==> config.mk <==
export PLATFORM = sky130hd
export DESIGN_NAME = seq_divider
export DESIGN_NICKNAME = d
export VERILOG_FILES = /design/src/rtl/seq_divider.sv
export SDC_FILE = /design/constraint.sdc
export NUM_CORES = 1
export LEC_CHECK = 0
export CAP_MARGIN = 20
export CORE_UTILIZATION = 25
export CTS_CLUSTER_DIAMETER = 200
export DETAILED_ROUTE_END_ITERATION = 10
export DONT_BUFFER_PORTS = 1
export SYNTH_ARGS = -nofsm -noshare
export SYNTH_HDL_FRONTEND = slang
export SYNTH_SLANG_ARGS = --single-unit
export TNS_END_PERCENT = 1
==> constraint.sdc <==
create_clock -name clk -period 4.2 [get_ports clk]
set_input_delay 0.42 -clock clk [delete_from_list [all_inputs] [get_ports clk]]
set_output_delay 0.42 -clock clk [all_outputs]
set_load 0.01 [all_outputs]
==> src/rtl/seq_divider.sv <==
// Multi-cycle restoring divider: one trial subtraction and one quotient bit per clock, MSB first.
// Optional two's-complement operation is enabled by defining SIGNED_DIV_EN.
module seq_divider #(
  parameter int W = 8
) (
  input  logic         clk,
  input  logic         rst,
  input  logic         start,
  input  logic [W-1:0] dividend,
  input  logic [W-1:0] divisor,
  output logic         busy,
  output logic         done,
  output logic [W-1:0] quotient,
  output logic [W-1:0] remainder,
  output logic         div_by_zero
);

  localparam int CW = $clog2(W) + 1;
  localparam logic [CW-1:0] LAST_C  = CW'(W - 1);
  localparam logic [CW-1:0] CNT_ONE = {{(CW-1){1'b0}}, 1'b1};
  localparam logic [W-1:0]  ZERO_W  = {W{1'b0}};
  localparam logic [W-1:0]  ONES_W  = {W{1'b1}};

  typedef enum logic [1:0] {
    IDLE = 2'd0,
    CALC = 2'd1,
    DONE = 2'd2
  } state_t;

  state_t        state_r;
  state_t        state_nxt_s;
  logic [W-1:0]  rem_r;
  logic [W-1:0]  q_r;
  logic [W-1:0]  den_r;
  logic [CW-1:0] cnt_r;
  logic [W:0]    trial_s;
  logic          borrow_s;
  logic [W-1:0]  rem_nxt_s;
  logic [W-1:0]  q_nxt_s;
  logic          accept_s;
  logic          zero_div_s;
  logic          last_iter_s;
  logic [W-1:0]  dvd_mag_s;
  logic [W-1:0]  dvs_mag_s;
  logic [W-1:0]  quo_fix_s;
  logic [W-1:0]  rem_fix_s;

  // Trial subtraction; the top bit of the (W+1)-bit difference is the borrow.
  always_comb begin
    trial_s  = {rem_r, q_r[W-1]} - {1'b0, den_r};
    borrow_s = trial_s[W];
    if (borrow_s) begin
      rem_nxt_s = {rem_r[W-2:0], q_r[W-1]};
    end else begin
      rem_nxt_s = trial_s[W-1:0];
    end
    q_nxt_s = {q_r[W-2:0], ~borrow_s};
  end

  // Next-state decode and transition strobes.
  always_comb begin
    state_nxt_s = state_r;
    accept_s    = 1'b0;
    zero_div_s  = 1'b0;
    last_iter_s = 1'b0;
    case (state_r)
      IDLE: begin
        if (start) begin
          accept_s = 1'b1;
          if (divisor == ZERO_W) begin
            zero_div_s  = 1'b1;
            state_nxt_s = DONE;
          end else begin
            state_nxt_s = CALC;
          end
        end else begin
          state_nxt_s = IDLE;
        end
      end
      CALC: begin
        if (cnt_r == LAST_C) begin
          last_iter_s = 1'b1;
          state_nxt_s = DONE;
        end else begin
          state_nxt_s = CALC;
        end
      end
      DONE:    state_nxt_s = IDLE;
      default: state_nxt_s = IDLE;
    endcase
  end

  // FSM state register.
  always_ff @(posedge clk or posedge rst) begin
    if (rst) begin
      state_r <= IDLE;
    end else begin
      state_r <= state_nxt_s;
    end
  end

`ifdef SIGNED_DIV_EN
  logic neg_q_r;
  logic neg_r_r;

  function automatic logic [W-1:0] negate(input logic [W-1:0] v);
    negate = ~v + {{(W-1){1'b0}}, 1'b1};
  endfunction

  function automatic logic [W-1:0] magnitude(input logic [W-1:0] v);
    if (v[W-1]) begin
      magnitude = negate(v);
    end else begin
      magnitude = v;
    end
  endfunction

  // Unsigned engine sees magnitudes; signs are reapplied as the result is registered.
  always_comb begin
    dvd_mag_s = magnitude(dividend);
    dvs_mag_s = magnitude(divisor);
    if (neg_q_r) begin
      quo_fix_s = negate(q_nxt_s);
    end else begin
      quo_fix_s = q_nxt_s;
    end
    if (neg_r_r) begin
      rem_fix_s = negate(rem_nxt_s);
    end else begin
      rem_fix_s = rem_nxt_s;
    end
  end

  // Operand sign capture.
  always_ff @(posedge clk or posedge rst) begin
    if (rst) begin
      neg_q_r <= 1'b0;
      neg_r_r <= 1'b0;
    end else if (accept_s && !zero_div_s) begin
      neg_q_r <= dividend[W-1] ^ divisor[W-1];
      neg_r_r <= dividend[W-1];
    end
  end
`else
  // Unsigned build: operands and results pass straight through.
  always_comb begin
    dvd_mag_s = dividend;
    dvs_mag_s = divisor;
    quo_fix_s = q_nxt_s;
    rem_fix_s = rem_nxt_s;
  end
`endif

  // Datapath registers and registered outputs.
  always_ff @(posedge clk or posedge rst) begin
    if (rst) begin
      rem_r       <= ZERO_W;
      q_r         <= ZERO_W;
      den_r       <= ZERO_W;
      cnt_r       <= {CW{1'b0}};
      busy        <= 1'b0;
      done        <= 1'b0;
      quotient    <= ZERO_W;
      remainder   <= ZERO_W;
      div_by_zero <= 1'b0;
    end else begin
      case (state_r)
        IDLE: begin
          done <= 1'b0;
          if (accept_s) begin
            busy <= 1'b1;
            if (zero_div_s) begin
              done        <= 1'b1;
              quotient    <= ONES_W;
              remainder   <= dividend;
              div_by_zero <= 1'b1;
            end else begin
              rem_r       <= ZERO_W;
              q_r         <= dvd_mag_s;
              den_r       <= dvs_mag_s;
              cnt_r       <= {CW{1'b0}};
              div_by_zero <= 1'b0;
            end
          end
        end
        CALC: begin
          rem_r <= rem_nxt_s;
          q_r   <= q_nxt_s;
          cnt_r <= cnt_r + CNT_ONE;
          if (last_iter_s) begin
            done      <= 1'b1;
            quotient  <= quo_fix_s;
            remainder <= rem_fix_s;
          end
        end
        DONE: begin
          done <= 1'b0;
          busy <= 1'b0;
        end
        default: begin
          done <= 1'b0;
          busy <= 1'b0;
        end
      endcase
    end
  end

endmodule

==> results of run 1 <==
## report_power, final
part	leakage (nW)	switching (mW)	internal, mW
Clock	0.0456	0.169	0.119
Combinational	0.590	0.969	0.616
Sequential	0.576	0.222	0.702
## flip-flops by register name, indices dropped and copies added, names as in the netlist
name and flops:
done 1, rem_r 8, cnt_r 4, state_r 2, quotient 8, remainder 8
den_r 8, busy 1, q_r 8, div_by_zero 1
## cells in the mapped netlist, types with 2 or more instances
| library cell | n | area [sq um] |
|---|---|---|
| a21o_1 | 2 | 15.0 |
| buf_2 | 8 | 40.0 |
| or4_4 | 2 | 22.5 |
| a21oi_1 | 11 | 55.1 |
| clkbuf_1 | 6 | 22.5 |
| inv_1 | 15 | 56.3 |
| nor2b_1 | 4 | 25.0 |
| or3_1 | 8 | 50.1 |
| ha_1 | 9 | 113 |
| o31ai_1 | 2 | 15.0 |
| o21ai_1 | 3 | 15.0 |
| dfrtp_1 | 49 | 1230 |
| nand2b_1 | 2 | 12.5 |
| nand3_1 | 10 | 50.1 |
| and3b_1 | 2 | 17.5 |
| o311ai_0 | 2 | 17.5 |
| xnor2_1 | 2 | 17.5 |
| nor2_1 | 31 | 116 |
| o21ai_0 | 26 | 130 |
| nand2_1 | 39 | 146 |
| nand4_1 | 6 | 37.5 |
| o211ai_1 | 8 | 60.1 |
| a21oi_2 | 2 | 17.5 |
| a211oi_1 | 6 | 45.0 |
| a31oi_1 | 15 | 93.8 |
| nor2_2 | 2 | 12.5 |
| nor3_2 | 2 | 20.0 |
## final cells by class
cell class              instances  area share
multi-input cells             223       0.463
clock buffers                   6      0.0247
flip-flops and latches         49       0.417
well taps                     136      0.0579
repair buffers                  3      0.0132
inverters                      15      0.0191
clock inverters                 2     0.00468
## critical path: cells and delay by family (launching register included)
kind	cells	cell delay [ns]
compound gates	4	1.39
buf+inv	2	0.15
flops	1	0.40
simple gates	1	0.25
fa+ha+maj	2	0.59
## cells in the final DEF (no fill, tap or decap), types with 3 or more instances in the layout
cell type  Yosys  final
dfrtp_1       49     49
a21oi_1       11     11
nor2b_1        4      4
clkbuf_8       0      5
or3_1          8      8
nand4_1        6      6
ha_1           9      9
o211ai_1       8      8
nor2_1        31     31
inv_1         15     14
o21ai_1        3      3
nand2_1       39     39
a31oi_1       15     15
a211oi_1       6      6
o21ai_0       26     26
nand3_1       10     10
## metal layers
metal | global-route usage | vias up | part of all wire
li1 | - | 1079 | -
met1 | 0.184 | 1040 | 0.48
met2 | 0.185 | 57 | 0.43
met3 | 0.0298 | 8 | 0.076
met4 | 0.0333 | 0 | 0.010
met5 | 0 | - | 0
## through the flow
| stage | hold slack (ns) | utilization | instances | cell area, sq um |
|---|---|---|---|---|
| final | 0.00584 | 0.281 | 434 | 2940 |
| after global routing | 0.0282 | 0.281 | 434 | 2940 |
| after CTS | 0.216 | 0.279 | 433 | 2920 |
| after detailed placement | 0.512 | 0.271 | 425 | 2830 |
| after global placement | 0.492 | 0.270 | 424 | 2820 |
| after floorplan | 0.468 | - | 303 | 2730 |
## worst paths after layout
kind,startpoint,end,slack [ns],cells after the start
min,rst,busy,0.006,1
max reg2reg,q_r[7],quotient[0],1.31,9
min in group clk,divisor[5],den_r[5],0.22,2
min reg2reg,cnt_r[0],cnt_r[0],0.52,1
max in group asynchronous,rst,rem_r[4],3.69,2
max,q_r[7],quotient[0],1.31,9
## logic make-up after synthesis
family / count (synthesis) / share of synthesized area
compound gates: 93 / 0.226
xor+xnor: 3 / 0.00961
fa+ha+maj: 10 / 0.0485
buf+inv: 31 / 0.0531
flops: 49 / 0.449
mux: 1 / 0.00412
simple gates: 116 / 0.210
==> metrics.txt, run 1 <==
status=complete, no violations; Achievable Freq=0.346 GHz; Seq/Total Area, Yosys=0.449; Pins Over Slew Limit=0; Die Area=roughly 0.011 sq mm; fillers=between 1,000 and 1,500; crit end category=flop; # rows=37; final setup violation count=0; post-synthesis average cell area=about 9 sq um; vias in the first global route=between 2,000 and 2,500; cell repeated most along the worst path=inv_1; #FFs+latches synth=49; Post-DP HPWL=between 5000 and 6000 microns; Clock Skew=around 0.0093 ns; worst stage delay on the critical path=around 0.60 ns; GPL Wtd Cong=between 0.8 and 0.9; Cells after Synth=303; chip height=107 microns; drt wl/cell=roughly 16 microns; Mapped Area=around 0.0027 sq mm; slowest CP cell=a211oi_2; H-tree depth=2; multi-input logic area=0.00136 sq mm; io pins=38; drt via density=around 5.0; startpoint types=flop; unrepaired setup endpoints after global routing=no; TritonCTS clock tree=done; fin crit period=2.89 ns; clk buf depth=2; global-route wire length before repair=between 10,000 and 15,000 microns; Final Hold Viols=0; VDD IR-drop max=between 0.0003 and 0.0004 V; post-cts sizing count=0; CP Cell Sequence=inv_1 -> ha_1 -> inv_1 -> fa_1 -> a211oi_1 -> o21ai_1 -> a211oi_2 -> nor2_1 -> o22a_1; Worst-Margin Slew=around 0.7 ns; largest net degree at the start of global routing=50; initial antenna violation count=0; cts hold-fix bufs=0; Register Area=roughly 0.0012 sq mm; Mapped Nets=about 330; layout cells sized above 1=0.0940; Tcrit/Tclk final=0.688; DRT Wirelength=slightly below 7000 microns; NumNets Final=~330; clock-pin slew on the worst setup and hold paths=0.10 ns; Die Wd=107 microns; clock sinks=just under 50; asr flop ratio synth=1.00; Leak=between 1 and 1.5 nW; EDFF count, synth=0; ANT cells=0; Port Buffer Count=0; Num CTS Buffers=5; Clock Root Buffer=clkbuf_8; postcts setup bufs=0; ys flop type=dfrtp_1; grt ovf=0; number of detailed-route iterations in the first pass=4; Final ANT Viol Nets=0; synth-to-layout area growth=7.55%; Distinct cells, synth=56; total global-route track usage=0.126; P per Cell Area=roughly 950 mW/mm^2; via count=2,184; pre-CTS setup slack=1.40 ns; Hold WC Path Type=in2async; Overall Power=approximately 2.8 mW; Starting Density=0.261; initial drt markers=150; DRC viols=0; Max Cap Viol=0; Slew HR=0.526; Ys Warns=0; Crit Path Class=reg2reg; data required time of the critical path=between 4 and 5 ns; setup TNS=0 ns; PnR worst setup slack=1.31 ns; clock latency on the worst-skew pair=about 0.31 ns; critical path arrival=3.08 ns; worst-path maximum fanout=12; core area=0.0105 sq mm
No activity file was read; power rests on OpenSTA's default activity.
==> inputs of run 2 (changes only) <==
==> constraint.sdc (replaced) <==
create_clock -name clk -period 2.4 [get_ports clk]
set_input_delay 0.24 -clock clk [delete_from_list [all_inputs] [get_ports clk]]
set_output_delay 0.24 -clock clk [all_outputs]
set_load 0.01 [all_outputs]
==> run 2 against run 1 <==
Against the previous run:
- the flow now finishes with violations (negative setup slack)
- non-clock buffer count up 25
- fmax up 20%
- global-route usage up 0.073 points
- worst hold slack better by 0.048 ns
- sequential power up 75%
- critical path type unchanged
- largest cell class unchanged
==> metrics.txt, run 2 (synthesis results as in run 1) <==
chip height=between 100 and 150 microns; critical path arrival=approximately 2.6 ns; Die Wd=~110 microns; fin crit period=2.41 ns; clock sinks=between 40 and 50; # placed instances=447; number of detailed-route iterations in the first pass=4; Starting Density=0.261; Hold WS=0.0537 ns; Final ANT Viol Nets=0; PnR worst setup slack=-0.0101 ns; NumNets Final=351; GPL Wtd Cong=between 0.8 and 0.9; worst-path maximum fanout=4; clk buf depth=2; setup TNS=-0.0101 ns; DRT Wirelength=just over 7000 microns; Num CTS Buffers=5; Pins Over Slew Limit=0; Clock Root Buffer=clkbuf_8; Final Hold Viols=0; startpoint types=flop; most frequent cells in the layout=dfrtp_1, nand2_1, nor2_1, buf_4, o21ai_0; largest net degree at the start of global routing=34; vias in the first global route=2,135; drt wl/cell=around 15 microns; layout cells sized above 1=0.183; Flop pwr share=0.287; data required time of the critical path=around 2.6 ns; total global-route track usage=0.127; Util after Layout=0.304; Post-DP HPWL=between 5000 and 6000 microns; ANT cells=0; drt via density=between 5 and 6; via count=around 2,300; clock latency on the worst-skew pair=roughly 0.30 ns; core area=0.0105 sq mm; Max Cap Viol=0; Crit Path Class=reg2reg; Worst-Margin Slew=approximately 0.7 ns; grt ovf=0; switch share=0.452; # rows=37; synth-to-layout area growth=16.5%; Hold WC Path Type=in2reg; initial drt markers=just under 200; non-filler cells, final=between 400 and 500; final setup violation count=1; Die Area=0.0114 sq mm; global-route wire length before repair=approximately 11,000 microns; Achievable Freq=a little over 0.4 GHz; pre-CTS setup slack=-0.0911 ns; design area=around 0.0032 sq mm; Slew HR=0.535; Clock Skew=0.00900 ns; Leak=between 1 and 1.5 nW; internal power=between 3 and 4 mW; Tcrit/Tclk final=1.00; TritonCTS clock tree=done; placed inst area=0.00300 sq mm; combinational share of power=0.605; clock-pin slew on the worst setup and hold paths=~0.1 ns; io pins=38; DRC viols=0; unrepaired setup endpoints after global routing=yes; H-tree depth=2; most common cell after layout, fill and taps aside=dfrtp_1; Switch Pwr=2.54 mW; P per Cell Area=roughly 1800 mW/mm^2; failing checks=negative setup slack; Port Buffer Count=0; crit end category=flop; VDD IR-drop max=between 0.0005 and 0.0006 V; status=finished, violations left; Overall Power=5.63 mW; initial antenna violation count=0; power share of the clock group=0.108
[run 2: layout make-up]
cell class	count	area, sq um
Multi-Input combinational cell	223	1410
Timing Repair Buffer	28	213
Clock inverter	2	38.8
Fill cell	1102	7280
Inverter	15	56.3
Clock buffer	6	72.6
Sequential cell	49	1230
Tap cell	136	170
[run 2: final timing paths]
check                      startpoint  depth (start not counted)  slack (ns)          end
setup / recovery               q_r[7]                         10       -0.01  quotient[0]
hold / removal             divisor[5]                          2        0.05     den_r[5]
setup reg to reg               q_r[7]                         10       -0.01  quotient[0]
hold reg to reg              cnt_r[0]                          1        0.52     cnt_r[0]
max in group asynchronous         rst                          3        1.29     den_r[6]
min in group asynchronous         rst                          2        0.35  div_by_zero
[run 2: per-layer routing]
layer / GRT usage / routed length (microns) / part of all wire / vias to the layer above
li1: - / - / - / 1123
met1: 0.183 / 3390 / 0.48 / 1132
met2: 0.195 / 3230 / 0.45 / 51
met3: 0.0310 / 454 / 0.064 / 6
met4: 0.0176 / 36 / 0.0051 / 0
met5: 0 / 0 / 0 / -
[run 2: power by group through the flow]
stage / registers (mW) / clock network (mW) / logic, mW
2_1_floorplan: 1.51 / 0 / 2.24
3_3_place_gp: 1.62 / 0 / 3.11
3_5_place_dp: 1.62 / 0 / 3.18
4_1_cts: 1.61 / 0.620 / 3.22
5_1_grt: 1.66 / 0.652 / 3.81
6_report: 1.62 / 0.609 / 3.40
[run 2: timing repair]
action / in CTS / in global routing
buffers inserted: 0 / 3
resized for setup: 1 / 10
endpoints found under the setup margin: 17 / 18
pin swaps: 1 / 11
endpoints found under the hold margin: 16 / 0
hold buffers: 1 / 0
[run 2: critical path: stages, from the launching register on]
cell	delay (ns)
dfrtp_1	0.40
inv_2	0.08
ha_4	0.14
inv_2	0.04
fa_2	0.41
a211oi_4	0.31
o21ai_2	0.10
a211oi_2	0.35
nor2_1	0.11
buf_4	0.16
o22a_1	0.21
